## config.mk

```make
export PLATFORM = sky130hd
export DESIGN_NAME = gpio_irq_sequencer
export DESIGN_NICKNAME = d
export VERILOG_FILES = /design/src/rtl/gpio_irq_sequencer.sv
export SDC_FILE = /design/constraint.sdc
export NUM_CORES = 1
export LEC_CHECK = 0
export ABC_AREA = 1
export BUFFER_PORTS_ARGS = -buffer_cell sky130_fd_sc_hd__buf_2
export CAP_MARGIN = 20
export CORE_MARGIN = 2
export CORE_UTILIZATION = 33
export CTS_CLUSTER_DIAMETER = 40
export DETAILED_ROUTE_END_ITERATION = 8
export MAX_ROUTING_LAYER = met4
export PLACE_DENSITY_LB_ADDON = 0.25
export SLEW_MARGIN = 0
export SYNTH_ARGS = -nofsm -noshare
export SYNTH_HDL_FRONTEND = slang
export SYNTH_SLANG_ARGS = --single-unit
export TNS_END_PERCENT = 50
```

## constraint.sdc

```tcl
create_clock -name clk -period 10.3 [get_ports clk]
set_input_delay 1.545 -clock clk [delete_from_list [all_inputs] [get_ports clk]]
set_output_delay 1.545 -clock clk [all_outputs]
set_load 0.005 [all_outputs]
```

## src/rtl/gpio_irq_sequencer.sv

```systemverilog
// gpio_irq_sequencer: services an edge-capture PIO interrupt and queues {edges, port snapshot} events in a FIFO
module gpio_irq_sequencer #(
  parameter logic [31:0] INIT_MASK  = 32'hFFFF_FFFF,
  parameter int          FIFO_DEPTH = 4
) (
  input  logic                          clk,
  input  logic                          reset_n,
  input  logic                          irq_in,
  output logic [1:0]                    m_address,
  output logic                          m_chipselect,
  output logic                          m_write_n,
  output logic [31:0]                   m_writedata,
  input  logic [31:0]                   m_readdata,
  output logic                          ev_valid,
  input  logic                          ev_ready,
  output logic [31:0]                   ev_edges,
  output logic [31:0]                   ev_data,
  output logic [$clog2(FIFO_DEPTH):0]   ev_count,
  output logic                          busy
);
  localparam int AW = $clog2(FIFO_DEPTH);
  localparam int CW = AW + 1;
  typedef enum logic [2:0] {INIT, IDLE, RD_EDGE, WAIT_EDGE, RD_DATA, WAIT_DATA, CLR, PUSH} state_t;
  state_t state;
  logic [31:0] edge_reg, data_reg;
  logic [63:0] mem [FIFO_DEPTH];
  logic [AW-1:0] wr_ptr, rd_ptr;
  logic push, pop;
  assign push = state == PUSH;
  assign pop = ev_valid && ev_ready;
  assign ev_valid = |ev_count;
  assign ev_edges = mem[rd_ptr][63:32];
  assign ev_data = mem[rd_ptr][31:0];
  assign busy = state != IDLE;
  // Bus outputs are registered on entry to a state, so each access is presented for exactly the cycle that state is held.
  always_ff @(posedge clk or negedge reset_n) begin
    if (!reset_n) begin
      state <= INIT;
      m_chipselect <= 1'b0;
      m_write_n <= 1'b1;
      m_address <= 2'd0;
      m_writedata <= 32'd0;
      edge_reg <= 32'd0;
      data_reg <= 32'd0;
    end else begin
      m_chipselect <= 1'b0;
      m_write_n <= 1'b1;
      m_address <= 2'd0;
      m_writedata <= 32'd0;
      case (state)
        INIT: begin
          state <= IDLE;
          m_chipselect <= 1'b1;
          m_write_n <= 1'b0;
          m_address <= 2'd2;
          m_writedata <= INIT_MASK;
        end
        IDLE: if (irq_in && !ev_count[AW]) begin
          state <= RD_EDGE;
          m_chipselect <= 1'b1;
          m_address <= 2'd3;
        end
        RD_EDGE: state <= WAIT_EDGE;
        WAIT_EDGE: begin
          edge_reg <= m_readdata;
          state <= RD_DATA;
          m_chipselect <= 1'b1;
        end
        RD_DATA: state <= WAIT_DATA;
        WAIT_DATA: begin
          data_reg <= m_readdata;
          state <= (edge_reg == 32'd0) ? IDLE : CLR;
          m_chipselect <= edge_reg != 32'd0;
          m_write_n <= edge_reg == 32'd0;
          m_address <= (edge_reg == 32'd0) ? 2'd0 : 2'd3;
          m_writedata <= edge_reg;
        end
        CLR: state <= PUSH;
        PUSH: state <= IDLE;
      endcase
    end
  end
  always_ff @(posedge clk or negedge reset_n) begin
    if (!reset_n) begin
      wr_ptr <= '0;
      rd_ptr <= '0;
      ev_count <= '0;
    end else begin
      wr_ptr <= wr_ptr + AW'(push);
      rd_ptr <= rd_ptr + AW'(pop);
      ev_count <= ev_count + CW'(push) - CW'(pop);
    end
  end
  always_ff @(posedge clk)
    if (push) mem[wr_ptr] <= {edge_reg, data_reg};
endmodule
```

==> insert_results.sql <==
INSERT INTO impl_metrics (metric_group, metric, value, unit) VALUES
('outcome', 'outcome', 'completed', ''),
('timing', 'report.final.hold_viol_count', '0', ''),
('synthesis', 'postSynth.asyncResetShare', '30.1', '%'),
('synthesis', 'synth_top_cell_by_area', 'edfxtp_1', ''),
('hold_path', 'timing.hold.worst_endpoint', 'mem[3][5]', ''),
('global_routing', 'number_of_global_route_vias_before_repair', '8256', ''),
('route', 'drt_iter0_drc', '536', ''),
('timing', 'worst_slack', '5260', 'ps'),
('hold_path', 'hp-class', 'reg2reg', ''),
('clock_network', 'post_cts.resized_instances', '0', ''),
('global_routing', 'grt_start_max_net_pins', '83', ''),
('setup_path', 'worstRegToRegCells', '7', ''),
('clock_network', 'htree_num_levels', '2', ''),
('power_and_ir_drop', 'logic_pwr_share', '25.4', '%'),
('clock_network', 'cts_inserted_buffers', '45', ''),
('cells_and_area', 'area.growth.synth_to_final', '20.3', '%'),
('timing', 'tightest_slew', '1040', 'ps'),
('timing', 'worst_clock_skew', '25.4', 'ps'),
('hold_path', 'worst_hold_path_cells', '0', ''),
('timing', 'timing.final.crit_share', '48.9', '%'),
('setup_path', 'crit_path_max_incr_delay', '930', 'ps'),
('timing', 'timing.final.max_slew_violations', '0', ''),
('synthesis', 'number_of_flops_mapped_to_enable_cells_by_yosys', '256', ''),
('timing', 'final.setup.tns', '0', 'ps'),
('die', 'top_level_ports', '141', ''),
('synthesis', 'synth_cell_types', '25', ''),
('clock_network', 'cts_max_path_buffers', '3', ''),
('setup_path', 'arrival', '3490', 'ps'),
('synthesis', 'synth_seq_area_share', '76.1', '%'),
('cells_and_area', 'largest-register', 'mem', ''),
('placed_design', 'numPortBuffers', '140', ''),
('setup_path', 'crit_buf_inv', '3', ''),
('route', 'drt-pass1-iter-count', '7', ''),
('cells_and_area', 'post_route_cells_drive_above_1_share', '21.9', '%'),
('timing', 'max_slew_margin', '30.3', '%'),
('synthesis', 'synth.most_common_cell', 'edfxtp_1', ''),
('setup_path', 'source_of_the_critical_timing_path', 'rd_ptr[0]', ''),
('global_routing', 'antenna_found_initial', '0', ''),
('synthesis', 'mean_cell_area_of_the_mapped_netlist', '12.9', 'um2'),
('timing', 'grt_setup_unrepaired', 'false', ''),
('power_and_ir_drop', 'power_density', '325', 'nW/um2'),
('die', 'design.die.area', '43200', 'um2'),
('timing', 'max_clock_freq', '0.198', 'GHz'),
('timing', 'timing.hold.ws', '515', 'ps'),
('clock_network', 'cts_root_buffer', 'clkbuf_16', ''),
('global_routing', 'grt_overflow_total', '0', ''),
('die', 'floorplan.die.height', '208', 'um'),
('placed_design', 'post-place-ws', '5740', 'ps'),
('synthesis', 'mappedNetlistNets', '1102', ''),
('hold_path', 'timing.hold.worst.start', 'data_reg[5]', ''),
('cells_and_area', 'final_net_count', '1243', ''),
('setup_path', 'cpLargestDelayFamily', 'buffers and inverters', ''),
('route', 'via_to_cell_ratio', '4.78', ''),
('synthesis', 'postSynthCellCount', '1061', ''),
('timing', 'period_needed', '5040', 'ps'),
('setup_path', 'critPathLaunchType', 'flop', ''),
('cells_and_area', 'instances_no_fill', '1770', ''),
('clock_network', 'tritoncts', 'built', ''),
('die', 'rows', '74', ''),
('setup_path', 'highest_fanout_seen_on_the_critical_path', '82', ''),
('route', 'postRouteWirelength', '35.9', 'mm'),
('placed_design', 'detailedPlacementHpwl', '21.7', 'mm'),
('die', 'chip_width', '208', 'um'),
('synthesis', 'synth.area.top_cells', 'edfxtp_1, dfrtp_1, o21ai_0', ''),
('synthesis', 'yosys_warnings', '0', ''),
('power_and_ir_drop', 'intPower', '3520', 'uW'),
('setup_path', 'crit-reg2reg-launch', 'state[1]', ''),
('power_and_ir_drop', 'share_seq_of_total_power', '44.0', '%'),
('cells_and_area', 'final_layout_fill_cell_count', '3889', ''),
('placed_design', 'dp.cells', '1687', ''),
('route', 'drc', '0', '');
area by class of cell:
type | instances | area, um2 | area share, %
Clock buffer | 58 | 1270 | 7.68
Clock inverter | 25 | 313 | 1.90
Inverter | 51 | 193 | 1.17
Multi-Input combinational cell | 584 | 2800 | 17.0
Sequential cell | 366 | 10400 | 63.3
Tap cell | 532 | 666 | 4.04
Timing Repair Buffer | 154 | 808 | 4.90
cell usage in the layout, fill, tap and decap left out, types with 5 or more instances in the layout:
| master | netlist | final |
|---|---|---|
| inv_1 | 44 | 44 |
| dfrtp_1 | 109 | 107 |
| clkbuf_16 | 0 | 47 |
| o21ai_2 | 23 | 23 |
| inv_2 | 7 | 6 |
| o21ai_1 | 10 | 10 |
| bufinv_16 | 0 | 6 |
| edfxtp_1 | 256 | 256 |
| clkbuf_1 | 30 | 6 |
| o21ai_0 | 161 | 161 |
| clkinv_2 | 0 | 6 |
| o22ai_1 | 64 | 64 |
| nand2_1 | 149 | 149 |
| buf_2 | 22 | 139 |
| clkbuf_8 | 0 | 5 |
| nor2_1 | 154 | 154 |
| buf_4 | 0 | 15 |
power groups by stage:
stage | clock network, uW | registers [uW] | logic, uW
final | 1640 | 2360 | 1360
after CTS | 1680 | 2370 | 1400
after detailed placement | 0 | 2390 | 1390
after floorplan | 0 | 2220 | 871
after global placement | 0 | 2380 | 1380
after global routing | 1740 | 2400 | 1550
through the flow:
step	instance area (um2)	total power [uW]	utilization, %
6_report	16500	5360	40.3
5_1_grt	16500	5690	40.3
4_1_cts	16500	5450	40.3
3_5_place_dp	14900	3790	36.4
3_3_place_gp	14900	3760	36.4
2_1_floorplan	13700	3090	-
worst max-delay path by stage:
stage / end / cells after the start
3_5_place_dp: ev_data[22] / 5
6_report: ev_edges[21] / 5
4_1_cts: ev_edges[21] / 5
3_3_place_gp: ev_data[22] / 5
2_1_floorplan: mem[0][0] / 4
5_1_grt: ev_data[22] / 5
cell families after synthesis:
family          count (synthesis)  synth area share [%]
simple gates                  313                  8.73
fa+ha+maj                       5                 0.511
buf+inv                       111                  3.59
flops                         366                  76.1
xor+xnor                        4                 0.255
compound gates                262                  10.8
worst reg2reg max path: cells and delay by family, from the launching register on:
| family | cells | cell delay [ps] |
|---|---|---|
| AND/OR/NAND/NOR | 3 | 1030 |
| AO/OA/AOI/OAI | 1 | 60 |
| flip-flops | 1 | 430 |
| buffers and inverters | 3 | 620 |
layer usage:
metal | track usage [%] | routed length, um | vias to the layer above
met5 | - | 0 | -
met4 | 4.08 | 635 | 0
met3 | 3.13 | 2010 | 52
met2 | 26.0 | 16700 | 236
met1 | 23.5 | 16500 | 4171
li1 | - | - | 4008
Power figures use the tool's default switching activity.
